==> src/rtl/traffic_xsection.sv <==
// traffic_xsection: two-road intersection signal controller.
// Sequences the main road (NS) and the side road (EW) through green,
// yellow and all-red clearance phases with elaboration-time durations.
// Also provides a latched pedestrian request that can shorten NS green,
// a walk indication during EW green, and a night flash mode.
//
// Ports:
//   clk      - clock, all state changes on the rising edge
//   rst      - asynchronous active-high reset
//   ped_req  - pedestrian button (pulse or level), sampled every cycle
//   flash    - flash-mode request (level)
//   light_ns - NS lamp: 0 RED, 1 YELLOW, 2 GREEN, 3 OFF
//   light_ew - EW lamp, same encoding
//   walk     - pedestrian walk indication
//   phase    - current state code (debug/verification)
module traffic_xsection #(
    parameter int unsigned CNT_W        = 6,
    parameter int unsigned NS_GREEN     = 20,
    parameter int unsigned NS_YELLOW    = 5,
    parameter int unsigned EW_GREEN     = 10,
    parameter int unsigned EW_YELLOW    = 5,
    parameter int unsigned ALL_RED      = 2,
    parameter int unsigned NS_MIN_GREEN = 8,
    parameter int unsigned FLASH_HALF   = 4
) (
    input  logic       clk,
    input  logic       rst,
    input  logic       ped_req,
    input  logic       flash,
    output logic [1:0] light_ns,
    output logic [1:0] light_ew,
    output logic       walk,
    output logic [2:0] phase
);

    typedef enum logic [2:0] {
        S_NSG = 3'd0,
        S_NSY = 3'd1,
        S_AR1 = 3'd2,
        S_EWG = 3'd3,
        S_EWY = 3'd4,
        S_AR2 = 3'd5,
        S_FLS = 3'd6
    } state_t;

    localparam logic [1:0] LAMP_RED = 2'd0;
    localparam logic [1:0] LAMP_YEL = 2'd1;
    localparam logic [1:0] LAMP_GRN = 2'd2;
    localparam logic [1:0] LAMP_OFF = 2'd3;

    // Last counter value of each timed state (duration D exits at D-1).
    localparam logic [CNT_W-1:0] NSG_LAST = CNT_W'(NS_GREEN - 1);
    localparam logic [CNT_W-1:0] NSY_LAST = CNT_W'(NS_YELLOW - 1);
    localparam logic [CNT_W-1:0] EWG_LAST = CNT_W'(EW_GREEN - 1);
    localparam logic [CNT_W-1:0] EWY_LAST = CNT_W'(EW_YELLOW - 1);
    localparam logic [CNT_W-1:0] AR_LAST  = CNT_W'(ALL_RED - 1);
    localparam logic [CNT_W-1:0] MIN_LAST = CNT_W'(NS_MIN_GREEN - 1);
    localparam logic [CNT_W-1:0] FL_LAST  = CNT_W'(FLASH_HALF - 1);

    state_t           state_q, state_d;
    logic [CNT_W-1:0] cnt_q, cnt_d;
    logic             ped_pend_q, ped_pend_d;
    logic             blink_q, blink_d;
    logic [1:0]       light_ns_q, light_ns_d;
    logic [1:0]       light_ew_q, light_ew_d;
    logic             walk_q, walk_d;

    // Next-state, counter, pedestrian latch and blink logic.
    always_comb begin
        state_d    = state_q;
        cnt_d      = cnt_q + CNT_W'(1);
        blink_d    = blink_q;
        ped_pend_d = ped_pend_q | ped_req;

        case (state_q)
            S_NSG: begin
                // A live button press counts as well as a latched one.
                if ((cnt_q == NSG_LAST) ||
                    ((ped_pend_q | ped_req) && (cnt_q >= MIN_LAST))) begin
                    state_d = S_NSY;
                end
            end
            S_NSY: if (cnt_q == NSY_LAST) state_d = S_AR1;
            S_AR1: if (cnt_q == AR_LAST)  state_d = flash ? S_FLS : S_EWG;
            S_EWG: if (cnt_q == EWG_LAST) state_d = S_EWY;
            S_EWY: if (cnt_q == EWY_LAST) state_d = S_AR2;
            S_AR2: if (cnt_q == AR_LAST)  state_d = flash ? S_FLS : S_NSG;
            S_FLS: begin
                // Each half-period restarts the counter; leaving skips the toggle.
                if (cnt_q == FL_LAST) begin
                    cnt_d = '0;
                    if (!flash) begin
                        state_d = S_AR2;
                    end else begin
                        blink_d = ~blink_q;
                    end
                end
            end
            default: state_d = S_AR2;
        endcase

        if (state_d != state_q) begin
            cnt_d = '0;
        end

        // Entering EWG serves the request, including one arriving on that edge.
        if ((state_d == S_EWG) && (state_q != S_EWG)) begin
            ped_pend_d = 1'b0;
        end
    end

    // Lamp decode of the next state so outputs update with the state register.
    always_comb begin
        light_ns_d = LAMP_RED;
        light_ew_d = LAMP_RED;
        walk_d     = 1'b0;
        case (state_d)
            S_NSG: light_ns_d = LAMP_GRN;
            S_NSY: light_ns_d = LAMP_YEL;
            S_EWG: begin
                light_ew_d = LAMP_GRN;
                walk_d     = 1'b1;
            end
            S_EWY: light_ew_d = LAMP_YEL;
            S_FLS: begin
                if (blink_d) begin
                    light_ns_d = LAMP_YEL;
                    light_ew_d = LAMP_RED;
                end else begin
                    light_ns_d = LAMP_OFF;
                    light_ew_d = LAMP_OFF;
                end
            end
            default: begin
                light_ns_d = LAMP_RED;
                light_ew_d = LAMP_RED;
            end
        endcase
    end

    // State and output registers.
    always_ff @(posedge clk or posedge rst) begin
        if (rst) begin
            state_q    <= S_AR2;
            cnt_q      <= '0;
            ped_pend_q <= 1'b0;
            blink_q    <= 1'b1;
            light_ns_q <= LAMP_RED;
            light_ew_q <= LAMP_RED;
            walk_q     <= 1'b0;
        end else begin
            state_q    <= state_d;
            cnt_q      <= cnt_d;
            ped_pend_q <= ped_pend_d;
            blink_q    <= blink_d;
            light_ns_q <= light_ns_d;
            light_ew_q <= light_ew_d;
            walk_q     <= walk_d;
        end
    end

    assign light_ns = light_ns_q;
    assign light_ew = light_ew_q;
    assign walk     = walk_q;
    assign phase    = 3'(state_q);

endmodule

==> config.mk <==
export PLATFORM = sky130hd
export DESIGN_NAME = traffic_xsection
export DESIGN_NICKNAME = d
export VERILOG_FILES = /design/src/rtl/traffic_xsection.sv
export SDC_FILE = /design/constraint.sdc
export NUM_CORES = 1
export LEC_CHECK = 0
export BUFFER_PORTS_ARGS = -buffer_cell sky130_fd_sc_hd__buf_2
export CAP_MARGIN = 20
export CELL_PAD_IN_SITES_DETAIL_PLACEMENT = 1
export CELL_PAD_IN_SITES_GLOBAL_PLACEMENT = 2
export CORE_ASPECT_RATIO = 1.1
export CORE_MARGIN = 8
export CORE_UTILIZATION = 37
export CTS_BUF_LIST = sky130_fd_sc_hd__clkbuf_8
export DETAILED_ROUTE_END_ITERATION = 7
export PLACE_DENSITY_LB_ADDON = 0.1
export SYNTH_ARGS = -nofsm -noshare
export SYNTH_HDL_FRONTEND = slang
export SYNTH_SLANG_ARGS = --single-unit
==> constraint.sdc <==
create_clock -name clk -period 3 [get_ports clk]
set_input_delay 0.15 -clock clk [delete_from_list [all_inputs] [get_ports clk]]
set_output_delay 0.15 -clock clk [all_outputs]
set_load 0.02 [all_outputs]
==> results.cfg <==
[routing]
avgViaCountPerCell = 5.42
vias = 781
routed_wl_um = 2370
drtIter0Drc = 29
drc = 0
wire_per_inst_um = 16.4
first_pass_iters = 4
ant_nets = 0

[timing]
timing.fmax_mhz = 402
final_max_slew_viol_count = 0
rsz0062_at_grt = no
setup_viol = 0
period_share_pct = 82.9
finalWorstSetupSlack_ps = 514
tightest_slew_ps = 832
finalHoldViolCount = 0
period_needed_ps = 2490
fin_worst_skew_ps = 9.49
relSlewSlack_pct = 43.7
tns_ps = 0
fin_hold_ws_ps = 163

[place]
hpwl_um = 1790
port_buffers = 11
pre_cts_ws_ps = 568
routabilityCongestion = 0.783

[layout]
layout.nets = 121
final_cell_mix = 13 x dfrtp_1, 11 x buf_2, 10 x nor2_1
syn_to_final_growth_pct = 11.8
post-route-util_pct = 43.7
final_common_cell = dfrtp_1
diodes = 0
drive_above_1_share_pct = 23.0

[cts]
post_cts_resize_count = 0
cts.htree.levels = 1
cts_buffers = 3
cts.sinks = 16
clkTransAtPathRegs_ps = 70
post-cts-setup-buffers = 0
cts_hold_buf = 1
cts_tree = built
clock_latency_ps = 250
cts-root-buf = clkbuf_8
clock_path_buffers = 2

[global_route]
grt_max_degree = 17
grt_pass1_wl_um = 4220
antenna_found_initial = 0
grt.overflow.total = 0
grt_pass1_vias = 848
track_usage_pct = 11.4

[floorplan]
die_x_um = 65.2
rows = 19
start_util_pct = 39.1
core_area_um2 = 2520
pin_count = 12
dieArea_um2 = 4570
die_y_um = 70.1

[synthesis]
yosys_warnings = 0
ys_seq_area_share_pct = 41.0
synth-async-reset-ratio_pct = 100
netlist_area_um2 = 985
ys_seq_elements = 16
synth_edf_count = 0
synthFlopType = dfrtp_1
yosysTopAreaCell = dfrtp_1
syn_avg_cell_area_um2 = 9.75
synthTopCellsByArea = dfrtp_1 33%, dfstp_2 8.0%, ha_1 3.8%, nor2_1 3.8%, nand2_1 3.0%
synth.net_count = 108
synth_top_area_share_pct = 33.0
syn_inst = 101
yosysUniqueCellTypes = 47

[setup_path]
slowest_stage = or4_4
crit_path_max_fanout = 13
critPathTopFamily = simple AND/OR/NAND/NOR gates
arrival_ps = 2660
start_kind = register
path_cells = or4_4 > nor3_1 > nand2_1 > xnor2_1 > or3b_1 > a21oi_2
slowest_delay_ps = 600
crit_required_ps = 3170
crit_buf_inv = 0
endpoint_kind = register
path_class = register to register

[worst_hold_path]
hold_class = primary input to register

[outcome]
status = finished, final reports clean

[power]
p_per_area_nw_per_um2 = 1060
leakage_nw = 0.477
ir_drop_mv = 0.600
p_total_mw = 1.17

[job]
maxCapViolCount = 0
per-stage QoR:
stage | cells | area [µm²]
after floorplan | 101 | 985
after global placement | 139 | 1050
after detailed placement | 139 | 1050
after CTS | 144 | 1100
after global routing | 144 | 1100
final | 144 | 1100
logic make-up after synthesis:
| family | Yosys count | synth area share (%) |
|---|---|---|
| XOR/XNOR | 5 | 4.45 |
| multiplexers | 1 | 1.02 |
| adder cells (fa/ha/maj) | 3 | 3.81 |
| buffers and inverters | 10 | 5.59 |
| AO/OA/AOI/OAI | 23 | 18.7 |
| flip-flops | 16 | 41.0 |
| AND/OR/NAND/NOR | 43 | 25.4 |
routing by layer:
layer	vias up	track usage [%]	wire [µm]
li1	389	-	-
met1	377	15.3	1180
met2	13	17.4	1100
met3	2	2.07	63
met4	0	4.37	19
met5	-	0	0
where the power goes:
group	leakage (nW)	switching (mW)	internal, mW
registers	0.195	0.112	0.301
clock network	0.0269	0.0736	0.0906
logic	0.255	0.334	0.255
synthesized netlist by cell type, drive strengths merged (2+ instances only):
cell    instances
nand3           5
a21oi           3
o21ai           4
xor2            2
nor4b           2
a211oi          3
nor4            2
nand2           8
ha              3
clkbuf          2
nand2b          2
xnor2           3
nor3            3
nand3b          2
nor2           10
inv             6
dfrtp          13
buf             2
dfstp           3
or3b            2
layout make-up:
type	count	area, µm²
Inverter	6	22.5
Fill cell	318	1420
Timing Repair Buffer	12	65.1
Multi-Input combinational cell	75	526
Clock inverter	1	3.75
Sequential cell	16	404
Tap cell	31	38.8
Clock buffer	3	41.3
final timing paths:
check | from | to | slack [ps] | depth (start not counted)
setup / recovery | cnt_q[3] | light_ns[1] | 510 | 6
hold / removal | ped_req | ped_pend_q | 160 | 2
setup reg to reg | cnt_q[3] | light_ns[1] | 510 | 6
hold reg to reg | blink_q | blink_q | 530 | 1
max in group asynchronous | rst | light_ew[1] | 2060 | 3
min in group asynchronous | rst | cnt_q[0] | 520 | 3
flip-flops by register name, summed over array words and instances, names as in the netlist:
register and flops:
blink_q 1, cnt_q 6, light_ew 2, light_ns 2, ped_pend_q 1, phase 3, walk 1
No activity file was read; power rests on OpenSTA's default activity.
